**config.mk**
```make
export PLATFORM = sky130hd
export DESIGN_NAME = sd_card_dat
export DESIGN_NICKNAME = d
export VERILOG_FILES = /design/src/rtl/sd_card_dat.sv
export SDC_FILE = /design/constraint.sdc
export NUM_CORES = 1
export LEC_CHECK = 0
export ABC_AREA = 1
export ABC_CLOCK_PERIOD_IN_PS = 2250
export CORE_ASPECT_RATIO = 1.2
export CORE_MARGIN = 2
export CORE_UTILIZATION = 54
export DETAILED_ROUTE_END_ITERATION = 6
export PLACE_DENSITY = 0.86
export SETUP_SLACK_MARGIN = 0.2
export SYNTH_ARGS = -nofsm -noshare
export SYNTH_HDL_FRONTEND = slang
export SYNTH_SLANG_ARGS = --single-unit
```
**constraint.sdc**
```tcl
create_clock -name sd_clk -period 2.25 [get_ports sd_clk]
set_clock_uncertainty 0.15 [all_clocks]
set_input_delay 0.225 -clock sd_clk [delete_from_list [all_inputs] [get_ports sd_clk]]
set_output_delay 0.225 -clock sd_clk [all_outputs]
set_load 0.02 [all_outputs]
```
**src/rtl/sd_card_dat.sv**
```systemverilog
// SD card DAT-line engine (card side): 4-bit block reads/writes, CRC16 per line, status token and busy.
// Optional macro SD_CARD_DAT_CRC_EN: generate read CRC16 and check received write CRC16.

module sd_card_dat_crc16 (
    input  logic [15:0] crc_i,
    input  logic        bit_i,
    output logic [15:0] crc_o
);
    logic fb;
    assign fb    = crc_i[15] ^ bit_i;
    assign crc_o = {crc_i[14:0], 1'b0} ^ (fb ? 16'h1021 : 16'h0000);
endmodule

module sd_card_dat #(
    parameter int NAC         = 2,
    parameter int BUSY_CYCLES = 8
) (
    input  logic        sd_clk,
    input  logic        rst,
    input  logic        rd_start,
    input  logic        wr_start,
    input  logic        abort,
    input  logic [11:0] block_sz,
    input  logic [15:0] block_cnt,
    input  logic        multiple,
    input  logic [31:0] card_tx_data,
    output logic        card_tx_rd,
    output logic [31:0] card_rx_data,
    output logic        card_rx_wr,
    input  logic [3:0]  DAT_din,
    output logic [3:0]  DAT_dout,
    output logic        DAT_dout_oe,
    output logic        busy,
    output logic        crc_err,
    output logic        xfer_done
);
    typedef enum logic [3:0] {
        IDLE, RD_WAIT, RD_START, RD_DATA, RD_CRC, RD_END,
        WR_WAIT, WR_DATA, WR_CRC, WR_END, WR_TURN, WR_STATUS, WR_BUSY, WR_REL
    } state_t;

    localparam logic [15:0] NAC_LAST  = 16'(NAC - 1);
    localparam logic [15:0] BUSY_LAST = 16'(BUSY_CYCLES - 1);

    state_t           state_q, state_d;
    logic [15:0]      cnt_q, cnt_d;
    logic [12:0]      nib_q, nib_d;
    logic [15:0]      blk_q, blk_d;
    logic [11:0]      bsz_q, bsz_d;
    logic [31:0]      word_q, word_d;
    logic [31:0]      rx_data_q, rx_data_d;
    logic             rx_wr_q, rx_wr_d;
    logic             done_q, done_d;
    logic             ok_q, ok_d;
    logic [3:0][15:0] crc_q, crc_d, crc_nxt;
    logic [3:0][15:0] rxcrc_q, rxcrc_d;
    logic [3:0]       rd_nib, data_nib;
    logic [15:0]      eff_cnt;
    logic [4:0]       status_tok;
    logic             last_nib, crc_match;

    // First nibble of each word comes straight from the show-ahead head word.
    assign rd_nib   = (nib_q[2:0] == 3'd0) ? card_tx_data[31:28] : word_q[31:28];
    assign data_nib = (state_q == RD_DATA) ? rd_nib : DAT_din;
    assign last_nib = (nib_q == ({bsz_q, 1'b0} - 13'd1));
    assign eff_cnt  = multiple ? block_cnt : 16'd1;

    for (genvar i = 0; i < 4; i++) begin : g_lane
        sd_card_dat_crc16 u_crc (.crc_i(crc_q[i]), .bit_i(data_nib[i]), .crc_o(crc_nxt[i]));
    end

`ifdef SD_CARD_DAT_CRC_EN
    assign crc_match = (crc_q == rxcrc_q);
`else
    assign crc_match = 1'b1;
`endif

    assign busy         = (state_q != IDLE);
    assign card_rx_data = rx_data_q;
    assign card_rx_wr   = rx_wr_q;
    assign xfer_done    = done_q;

    always_comb begin
        state_d     = state_q;
        cnt_d       = cnt_q;
        nib_d       = nib_q;
        blk_d       = blk_q;
        bsz_d       = bsz_q;
        word_d      = word_q;
        rx_data_d   = rx_data_q;
        rx_wr_d     = 1'b0;
        done_d      = 1'b0;
        ok_d        = ok_q;
        crc_d       = crc_q;
        rxcrc_d     = rxcrc_q;
        DAT_dout    = 4'hF;
        DAT_dout_oe = 1'b0;
        card_tx_rd  = 1'b0;
        crc_err     = 1'b0;
        status_tok  = (ok_q ? 5'b00101 : 5'b01011) << cnt_q[2:0];

        case (state_q)
            IDLE: begin
                cnt_d = '0;
                nib_d = '0;
                crc_d = '0;
                if (rd_start || wr_start) begin
                    blk_d = eff_cnt;
                    bsz_d = block_sz;
                    if (eff_cnt == 16'd0 || block_sz == 12'd0) done_d = 1'b1;
                    else if (rd_start) state_d = (NAC == 0) ? RD_START : RD_WAIT;
                    else state_d = WR_WAIT;
                end
            end
            RD_WAIT: begin
                crc_d = '0;
                cnt_d = cnt_q + 16'd1;
                if (cnt_q == NAC_LAST) begin
                    cnt_d   = '0;
                    state_d = RD_START;
                end
            end
            RD_START: begin
                DAT_dout_oe = 1'b1;
                DAT_dout    = 4'h0;
                crc_d       = '0;
                nib_d       = '0;
                state_d     = RD_DATA;
            end
            RD_DATA: begin
                DAT_dout_oe = 1'b1;
                DAT_dout    = rd_nib;
                crc_d       = crc_nxt;
                nib_d       = nib_q + 13'd1;
                if (nib_q[2:0] == 3'd0) begin
                    card_tx_rd = 1'b1;
                    word_d     = {card_tx_data[27:0], 4'h0};
                end else begin
                    word_d     = {word_q[27:0], 4'h0};
                end
                if (last_nib) begin
                    nib_d   = '0;
                    cnt_d   = '0;
                    state_d = RD_CRC;
                end
            end
            RD_CRC: begin
                DAT_dout_oe = 1'b1;
`ifdef SD_CARD_DAT_CRC_EN
                DAT_dout = {crc_q[3][15], crc_q[2][15], crc_q[1][15], crc_q[0][15]};
`else
                DAT_dout = 4'h0;
`endif
                for (int i = 0; i < 4; i++) crc_d[i] = {crc_q[i][14:0], 1'b0};
                cnt_d = cnt_q + 16'd1;
                if (cnt_q == 16'd15) begin
                    cnt_d   = '0;
                    state_d = RD_END;
                end
            end
            RD_END: begin
                DAT_dout_oe = 1'b1;
                DAT_dout    = 4'hF;
                if (blk_q > 16'd1) begin
                    blk_d   = blk_q - 16'd1;
                    state_d = (NAC == 0) ? RD_START : RD_WAIT;
                end else begin
                    state_d = IDLE;
                    done_d  = 1'b1;
                end
            end
            WR_WAIT: begin
                crc_d = '0;
                nib_d = '0;
                if (DAT_din == 4'h0) state_d = WR_DATA;
            end
            WR_DATA: begin
                crc_d  = crc_nxt;
                nib_d  = nib_q + 13'd1;
                word_d = {word_q[27:0], DAT_din};
                if (nib_q[2:0] == 3'd7) begin
                    rx_wr_d   = 1'b1;
                    rx_data_d = {word_q[27:0], DAT_din};
                end
                if (last_nib) begin
                    cnt_d   = '0;
                    state_d = WR_CRC;
                end
            end
            WR_CRC: begin
                for (int i = 0; i < 4; i++) rxcrc_d[i] = {rxcrc_q[i][14:0], DAT_din[i]};
                cnt_d = cnt_q + 16'd1;
                if (cnt_q == 16'd15) begin
                    cnt_d   = '0;
                    state_d = WR_END;
                end
            end
            WR_END: begin
                ok_d    = (DAT_din == 4'hF) && crc_match;
                cnt_d   = '0;
                state_d = WR_TURN;
            end
            WR_TURN: begin
                cnt_d = cnt_q + 16'd1;
                if (cnt_q == 16'd1) begin
                    cnt_d   = '0;
                    state_d = WR_STATUS;
                end
            end
            WR_STATUS: begin
                DAT_dout_oe = 1'b1;
                DAT_dout    = {3'b111, status_tok[4]};
                crc_err     = (cnt_q == 16'd0) && !ok_q;
                cnt_d       = cnt_q + 16'd1;
                if (cnt_q == 16'd4) begin
                    cnt_d   = '0;
                    state_d = WR_BUSY;
                end
            end
            WR_BUSY: begin
                DAT_dout_oe = 1'b1;
                DAT_dout    = 4'hE;
                cnt_d       = cnt_q + 16'd1;
                if (cnt_q == BUSY_LAST) begin
                    cnt_d   = '0;
                    state_d = WR_REL;
                end
            end
            WR_REL: begin
                DAT_dout_oe = 1'b1;
                DAT_dout    = 4'hF;
                if (blk_q > 16'd1) begin
                    blk_d   = blk_q - 16'd1;
                    state_d = WR_WAIT;
                end else begin
                    state_d = IDLE;
                    done_d  = 1'b1;
                end
            end
            default: state_d = IDLE;
        endcase

        // Stop-transmission overrides every transition, including a start in IDLE.
        if (abort) begin
            state_d = IDLE;
            done_d  = 1'b0;
            rx_wr_d = 1'b0;
            cnt_d   = '0;
            nib_d   = '0;
        end
    end

    always_ff @(posedge sd_clk) begin
        if (rst) begin
            state_q   <= IDLE;
            cnt_q     <= '0;
            nib_q     <= '0;
            blk_q     <= '0;
            bsz_q     <= '0;
            word_q    <= '0;
            rx_data_q <= '0;
            rx_wr_q   <= 1'b0;
            done_q    <= 1'b0;
            ok_q      <= 1'b0;
            crc_q     <= '0;
            rxcrc_q   <= '0;
        end else begin
            state_q   <= state_d;
            cnt_q     <= cnt_d;
            nib_q     <= nib_d;
            blk_q     <= blk_d;
            bsz_q     <= bsz_d;
            word_q    <= word_d;
            rx_data_q <= rx_data_d;
            rx_wr_q   <= rx_wr_d;
            done_q    <= done_d;
            ok_q      <= ok_d;
            crc_q     <= crc_d;
            rxcrc_q   <= rxcrc_d;
        end
    end
endmodule

```
==> results of run 1 <==
## through the flow
step	setup TNS, ns	cell area [µm²]	total power [W]	utilization	hold WS (ns)
floorplan	0	7110	0.00552	-	0.203
global placement	0	8670	0.00669	0.679	0.300
detailed placement	-0.0584	8670	0.00678	0.679	0.303
CTS	0	9380	0.00969	0.734	0.0785
global route	0	9740	0.0109	0.762	0.131
finish	0	9740	0.0103	0.762	0.0862
## worst max-delay path: stages (launching register included)
cell	delay, ns
dfxtp_4	0.39
inv_6	0.05
nor2_4	0.13
inv_2	0.07
nor2_4	0.10
inv_2	0.06
nand2_4	0.07
nor3_4	0.05
buf_6	0.13
nand3b_1	0.20
buf_6	0.17
## where the power goes
part	leakage, nW	internal, W	switching, W	total, W
Sequential	1.04	0.00257	0.000329	0.00290
Clock	0.265	0.00164	0.00103	0.00268
Combinational	2.75	0.00176	0.00299	0.00474
## final timing paths
path | endpoint | depth (start not counted) | start
worst min register to register | card_rx_data[16] | 2 | card_rx_data[16]
worst max-delay path | DAT_dout[0] | 10 | state_q[3]
worst max register to register | cnt_q[12] | 9 | state_q[0]
worst min-delay path | state_q[3] | 5 | rst
## logic make-up (layout without fill, tap and decap cells)
kind of cell | after synthesis | after routing
compound gates | 197 | 197
fa+ha+maj | 10 | 10
simple gates | 529 | 532
other cells | 0 | 1
flops | 128 | 128
xor+xnor | 24 | 24
buf+inv | 177 | 335
## cells in the final DEF (no fill, tap or decap), types with 4 or more instances in the layout
cell             synthesis  routed
nand2_1                229     203
nand3_1                133     130
dfxtp_1                128     117
inv_1                  118     113
clkdlybuf4s50_1          0     102
a21oi_1                 90      83
nor2_1                  97      80
buf_4                    0      58
o21ai_0                 47      45
o211ai_1                33      33
nand2_2                  8      25
xor2_1                  23      22
clkbuf_16                0      17
nand4_1                 16      16
nor2_2                   6      14
nor2_4                   4      13
inv_2                    9      12
nor3_1                  16      12
nand2_4                  1      10
a21oi_2                  1       8
ha_1                    10       8
buf_6                    2       8
nand3b_1                 7       7
dfxtp_2                  0       7
nand3_2                  3       5
clkinv_2                 0       4
o21ai_1                  4       4
a41oi_1                  4       4
a31oi_1                  4       4
clkinvlp_4               0       4
dfxtp_4                  0       4
## registers in the layout, indices dropped and copies added (netlist names)
signal,cells
card_rx_data,32
card_rx_wr,1
state_q,4
cnt_q,16
nib_q,13
word_q,32
bsz_q,12
xfer_done,1
blk_q,16
ok_q,1
## cell type report
cell class	count	area, µm²	share of cell area
Multi-Input combinational cell	763	4250	0.436
Inverter	128	492	0.0505
Clock inverter	10	114	0.0117
Tap cell	164	205	0.0211
Sequential cell	128	2590	0.265
Timing Repair Buffer	176	1640	0.168
Clock buffer	21	450	0.0462
Antenna cell	1	2.50	0.000257
## timing repair
action | CTS | global route
gates cloned | 1 | 2
setup endpoints to repair | 46 | 80
setup buffers | 3 | 5
resized for setup | 72 | 89
pin swaps | 8 | 19
hold endpoints to repair | 0 | 0
## per-layer routing
metal	wire length, µm	vias up	track usage
met5	0	-	0
met2	10900	365	0.512
met1	8240	3619	0.371
li1	-	3836	-
met3	1910	89	0.0814
met4	761	0	0.131
==> results.py, run 1 <==
metrics = {
    "timing": {
        "rsz0062_at_grt": "true",
        "finalSetupViolations": 0,
        "slew_headroom": 0.643,
        "fmax_mhz": 450,
        "drv_slew": 0,
        "hold_viol": 0,
        "max_slew.worst_pin.slew_ns": 0.532,
        "fin_crit_sh": 0.987,
        "timing.final.ws_setup_ns": 0.0291,
        "period_needed_ns": 2.22,
    },
    "synthesis": {
        "synth-adder-area-share": 0.0176,
        "netlist_top_cells_count": "nand2_1, nand3_1, dfxtp_1, inv_1, nor2_1",
        "synth_nets": 1145,
        "synth_cell_types": 44,
        "synthSimpleGateAreaFrac": 0.334,
        "synthMuxAreaShare": 0,
        "synth_xor_area_frac": 0.0295,
        "synth-edff-count": 0,
        "synthesis.area_um2": 7110,
        "synthTopCellsByArea": "dfxtp_1, nand2_1, nand3_1",
        "synth_flop_cell": "dfxtp_1",
        "ys_seq_elements": 128,
        "synth_most_common_cell": "nand2_1",
        "syn_avg_cell_area_um2": 6.68,
        "synth_top_area_share": 0.360,
        "synth_compound_area_frac": 0.160,
        "yosysTopAreaCell": "dfxtp_1",
        "postSynthCellCount": 1065,
        "synth_top_family_by_area": "simple AND/OR/NAND/NOR gates",
        "yosysWarningCount": 0,
        "ys_async_sr_fraction": 0,
        "ys_seq_area_frac": 0.360,
    },
    "floorplan": {
        "io_pins": 112,
        "die_h_um": 130,
        "die_x_um": 109,
        "dieArea_um2": 14100,
        "start_util": 0.557,
        "row_count": 45,
        "core_area_um2": 12800,
    },
    "global_route": {
        "grt-ovfl-total": 0,
        "track_usage": 0.306,
        "antenna_found_initial": 1,
        "grt_max_degree": 39,
        "grt_pass1_wl_um": 34100,
        "grt_pass1_vias": 7221,
    },
    "critical_path": {
        "worst_setup_path_end_kind": "output pin",
        "path_max_fanout": 4,
        "required_ns": 1.88,
        "startpoint_type": "flip-flop",
        "r2r_slack_ns": 0.17,
        "crit_type": "reg -> out",
        "arrival_ns": 1.85,
    },
    "clock_network": {
        "numClockSinks": 128,
        "cts_hold_buf": 0,
        "htreeDepth": 4,
        "clk_path_buf_depth": 2,
        "cts.clk_slew.worst_paths_ns": 0.05,
        "cts_inserted_buffers": 17,
        "cts_tree": "done",
        "clk_latency_ns": 0.43,
        "cts_root_buf": "clkbuf_16",
    },
    "final_layout": {
        "drive_gt1_frac": 0.180,
        "final_cells": 1391,
        "nets": 1294,
        "synthToLayoutAreaGrowth_pct": 36.9,
        "fillers": 931,
    },
    "detailed_routing": {
        "via_per_inst": 5.69,
        "wl_um": 21800,
        "drc": 0,
        "drtIter0Drc": 637,
        "num_vias": 7909,
        "firstDrtPassIters": 7,
        "routedWlPerCell_um": 15.7,
        "ant_nets": 0,
    },
    "place": {
        "place_congestion": 1.00,
        "hpwl_um": 14400,
        "place_inst": 1348,
        "place_ws_ns": -0.0235,
        "numPortBuffers": 111,
    },
    "pwr": {
        "power_density_nw_per_um2": 1060,
        "power.static_leakage_nw": 4.06,
        "ir_drop_uv": 794,
    },
    "min_path": {
        "min_path_type": "in -> reg",
    },
    "outcome": {
        "outcome": "complete, no violations",
    },
    "job": {
        "cap_viol_max_count": 0,
    },
}
Power figures use the tool's default switching activity.
==> run 2, diff against run 1 <==
- CORE_ASPECT_RATIO: 1.2 -> default
- CORE_MARGIN: 2 -> 10
- SLEW_MARGIN: default -> 20
==> run 2 against run 1 <==
Net effect: the run now ends with design-rule violations left; via count increased by 1.5%; first-iteration DRC count is 14% higher; count of clock-buffer cells in the layout decreased by 4; critical path type unchanged; critical endpoint is now crc_err.
==> results.py, run 2 (synthesis results as in run 1) <==
metrics = {
    "detailed_routing": {
        "firstDrtPassIters": 7,
        "wl_met1_um": 9510,
        "via_per_inst": 5.73,
        "wl_um": 23100,
        "topRoutingLayerUsed": "met4",
        "dr_wl_met3_um": 2050,
        "ant_nets": 0,
        "drc": 10,
        "num_vias": 8030,
        "drtIter0Drc": 725,
        "routedWlPerCell_um": 16.5,
        "met2WireLength_um": 10900,
    },
    "floorplan": {
        "start_util": 0.557,
        "dieArea_um2": 18200,
        "io_pins": 112,
        "die_h_um": 135,
        "row_count": 41,
        "die_x_um": 135,
        "core_area_um2": 12800,
    },
    "clock_network": {
        "cts_inserted_buffers": 17,
        "cts.clk_slew.worst_paths_ns": 0.06,
        "htreeDepth": 4,
        "clk_latency_ns": 0.43,
        "cts_root_buf": "clkbuf_16",
        "cts_tree": "done",
        "cts_hold_buf": 0,
        "numClockSinks": 128,
        "clk_path_buf_depth": 2,
    },
    "final_layout": {
        "synthToLayoutAreaGrowth_pct": 40.8,
        "fin_util": 0.784,
        "nets": 1296,
        "final_cell_mix": "nand2_1, nand3_1, dfxtp_1, inv_1, clkdlybuf4s50_1",
        "final_common_cell": "nand2_1",
        "drive_gt1_frac": 0.207,
        "n_antenna_cell": 0,
    },
    "timing": {
        "max_slew.worst_pin.slew_ns": 0.946,
        "fin_crit_sh": 0.974,
        "drv_slew": 0,
        "rsz0062_at_grt": "true",
        "hold_viol": 0,
        "period_needed_ns": 2.19,
        "slew_headroom": 0.369,
        "finalSetupViolations": 0,
        "tns_ns": 0,
        "fmax_mhz": 456,
    },
    "global_route": {
        "grt_max_degree": 60,
        "grt_pass1_wl_um": 35800,
        "grt-ovfl-total": 0,
        "track_usage": 0.237,
        "grt_pass1_vias": 7455,
        "antenna_found_initial": 0,
    },
    "critical_path": {
        "arrival_ns": 1.82,
        "worst_setup_path_end_kind": "output pin",
        "r2r_slack_ns": 0.09,
        "startpoint_type": "flip-flop",
        "required_ns": 1.88,
        "crit_type": "reg -> out",
        "path_max_fanout": 6,
    },
    "outcome": {
        "outcome": "finished, violations left",
        "violations": "design-rule violations",
    },
    "place": {
        "place_congestion": 0.943,
        "numPortBuffers": 111,
        "hpwl_um": 15200,
    },
    "pwr": {
        "power_density_nw_per_um2": 1120,
        "power.static_leakage_nw": 4.20,
        "ir_drop_uv": 997,
    },
    "min_path": {
        "min_path_type": "in -> reg",
    },
    "job": {
        "cap_viol_max_count": 0,
    },
}
## run 2: final timing paths
check	cells after the start	to	from
worst max-delay path	9	crc_err	state_q[3]
worst max register to register	13	state_q[3]	bsz_q[0]
worst min-delay path	2	card_rx_data[9]	rst
worst min register to register	2	card_rx_data[10]	card_rx_data[10]
## run 2: layer usage
metal / track usage / vias to the layer above
met5: 0 / -
met2: 0.386 / 386
met3: 0.0675 / 61
li1: - / 3835
met1: 0.294 / 3748
met4: 0.0762 / 0
## run 2: critical path, cell delays in order (launching register included)
cell,delay (ns)
dfxtp_4,0.39
inv_6,0.05
nor2_4,0.09
inv_2,0.06
nor2_4,0.10
inv_2,0.05
buf_4,0.12
buf_4,0.16
nor3_2,0.20
buf_4,0.17
## run 2: layout make-up
| type | count | area (µm²) |
|---|---|---|
| clock buffers | 17 | 425 |
| multi-input cells | 762 | 4420 |
| inverters | 128 | 497 |
| fillers | 850 | 2760 |
| repair buffers | 179 | 1680 |
| well taps | 172 | 215 |
| flip-flops and latches | 128 | 2590 |
| clock inverters | 15 | 184 |
## run 2: power breakdown
group          switching [W]  leakage [nW]  internal, W
registers           0.000331          1.04      0.00258
clock network        0.00111         0.296      0.00176
logic                0.00331          2.86      0.00211
total                0.00474          4.20      0.00644
## run 2: what timing repair did
item,CTS,global route
pin swaps,11,24
gates resized for setup,86,129
buffers inserted,3,11
gates cloned,2,1
setup endpoints to repair,72,83
## run 2: metrics by stage
| step | total power (W) | hold WS (ns) | instances | cell area, µm² | setup slack [ns] |
|---|---|---|---|---|---|
| floorplan | 0.00552 | 0.203 | 1065 | 7110 | 0.235 |
| global placement | 0.00663 | 0.297 | 1352 | 8650 | -0.0465 |
| detailed placement | 0.00671 | 0.301 | 1352 | 8650 | -0.0539 |
| CTS | 0.00988 | 0.0404 | 1389 | 9440 | 0.115 |
| global route | 0.0118 | 0.0728 | 1401 | 10000 | 0.0123 |
| finish | 0.0112 | 0.0616 | 1401 | 10000 | 0.0576 |
==> run 3, diff against run 2 <==
- ABC_CLOCK_PERIOD_IN_PS: 2250 -> default
- RECOVER_POWER: default -> 50
- SKIP_CTS_REPAIR_TIMING: default -> 1
==> run 3 against run 2 <==
Net effect: the flow now finishes without violations; clock power barely moved; routed wire length fell by 1.2%; combinational power fell by 9.6%; sequential power barely moved; critical path depth fell by 2; final cell count fell by 0.79%; worst hold slack got worse by 0.0036 ns; global-route usage fell by 0.44 points; critical endpoint is now DAT_dout[0]; highest routed layer unchanged.
==> results.py, run 3 (synthesis results as in run 1) <==
metrics = {
    "final_layout": {
        "drive_gt1_frac": 0.201,
        "fin_util": 0.775,
        "nets": 1285,
        "final_cell_mix": "nand2_1, nand3_1, inv_1, dfxtp_1, clkdlybuf4s50_1",
        "final_common_cell": "nand2_1",
        "fillers": 887,
        "final_cells": 1390,
        "synthToLayoutAreaGrowth_pct": 39.2,
        "n_antenna_cell": 0,
        "finalInstanceArea_um2": 9900,
    },
    "timing": {
        "period_needed_ns": 2.25,
        "drv_slew": 0,
        "rsz0062_at_grt": "true",
        "max_slew.worst_pin.slew_ns": 1.02,
        "timing.final.ws_setup_ns": 0.00239,
        "hold_viol": 0,
        "slew_headroom": 0.317,
        "tns_ns": 0,
        "fmax_mhz": 445,
        "fin_crit_sh": 0.999,
        "finalSetupViolations": 0,
    },
    "floorplan": {
        "dieArea_um2": 18200,
        "row_count": 41,
        "io_pins": 112,
        "die_h_um": 135,
        "start_util": 0.557,
        "die_x_um": 135,
        "core_area_um2": 12800,
    },
    "critical_path": {
        "arrival_ns": 1.87,
        "path_cells": "inv_1 > ha_1 > a21oi_1 > o21ai_1 > o211ai_1 > nand3b_1 > buf_4",
        "worst_setup_path_end_kind": "output pin",
        "crit_slowest_cell": "dfxtp_1",
        "required_ns": 1.88,
        "startpoint_type": "flip-flop",
        "crit_type": "reg -> out",
        "path_max_fanout": 2,
        "crit_path_max_incr_delay_ns": 0.34,
    },
    "detailed_routing": {
        "drc": 0,
        "num_vias": 7911,
        "ant_nets": 0,
        "wl_um": 22900,
        "via_per_inst": 5.69,
        "firstDrtPassIters": 5,
        "routedWlPerCell_um": 16.4,
        "drtIter0Drc": 861,
    },
    "clock_network": {
        "cts_root_buf": "clkbuf_16",
        "htreeDepth": 4,
        "cts_inserted_buffers": 17,
        "numClockSinks": 128,
        "cts_tree": "done",
        "clk_path_buf_depth": 2,
        "cts.clk_slew.worst_paths_ns": 0.06,
        "clk_latency_ns": 0.42,
    },
    "global_route": {
        "antenna_found_initial": 0,
        "grt_max_degree": 60,
        "grt-ovfl-total": 0,
        "grt_pass1_wl_um": 35100,
        "track_usage": 0.233,
        "grt_pass1_vias": 7343,
    },
    "place": {
        "numPortBuffers": 111,
        "place_congestion": 0.943,
        "hpwl_um": 15200,
        "place_ws_ns": -0.0539,
        "place_area_um2": 8650,
        "place_inst": 1352,
    },
    "job": {
        "cap_viol_max_count": 0,
    },
    "min_path": {
        "min_path_type": "in -> reg",
    },
    "pwr": {
        "power_density_nw_per_um2": 1080,
        "power.static_leakage_nw": 4.19,
        "ir_drop_uv": 925,
    },
    "outcome": {
        "outcome": "complete, no violations",
    },
}
## run 3: layout make-up
type                            count  area (µm²)  share of cell area
Tap cell                          172         215              0.0217
Sequential cell                   128        2600               0.262
Clock inverter                     15         184              0.0186
Multi-Input combinational cell    763        4430               0.447
Timing Repair Buffer              167        1560               0.158
Inverter                          128         488              0.0493
Clock buffer                       17         425              0.0430
## run 3: final timing paths
kind	slack, ns	start	cells past startpoint	endpoint
worst max register to register	0.09	bsz_q[0]	13	cnt_q[15]
worst min-delay path	0.06	rst	2	card_rx_data[9]
worst max-delay path	0.002	ok_q	7	DAT_dout[0]
worst min register to register	0.31	card_rx_data[15]	2	card_rx_data[15]
## run 3: critical path: cells and delay by family, from the launching register on
kind	cells	cell delay [ns]
flops	1	0.34
simple gates	1	0.13
fa+ha+maj	1	0.18
buf+inv	2	0.24
compound gates	3	0.56
## run 3: through the flow
| stage | hold WS [ns] | total power [W] |
|---|---|---|
| global placement | 0.297 | 0.00663 |
| global route | 0.0620 | 0.0113 |
| CTS | 0.0404 | 0.00961 |
| detailed placement | 0.301 | 0.00671 |
| finish | 0.0579 | 0.0106 |
| floorplan | 0.203 | 0.00552 |
## run 3: where the power goes
group	leakage (nW)	switching, W	internal [W]
combinational	2.85	0.00315	0.00175
sequential	1.05	0.000312	0.00257
clock	0.296	0.00111	0.00176
total	4.19	0.00457	0.00608
## run 3: metal layers
layer	track usage	up-vias	routed length, µm	share of wire
met3	0.0660	56	1940	0.085
met5	0	-	0	0
met1	0.291	3654	9620	0.42
met4	0.0756	0	513	0.022
li1	-	3828	-	-
met2	0.376	373	10800	0.47
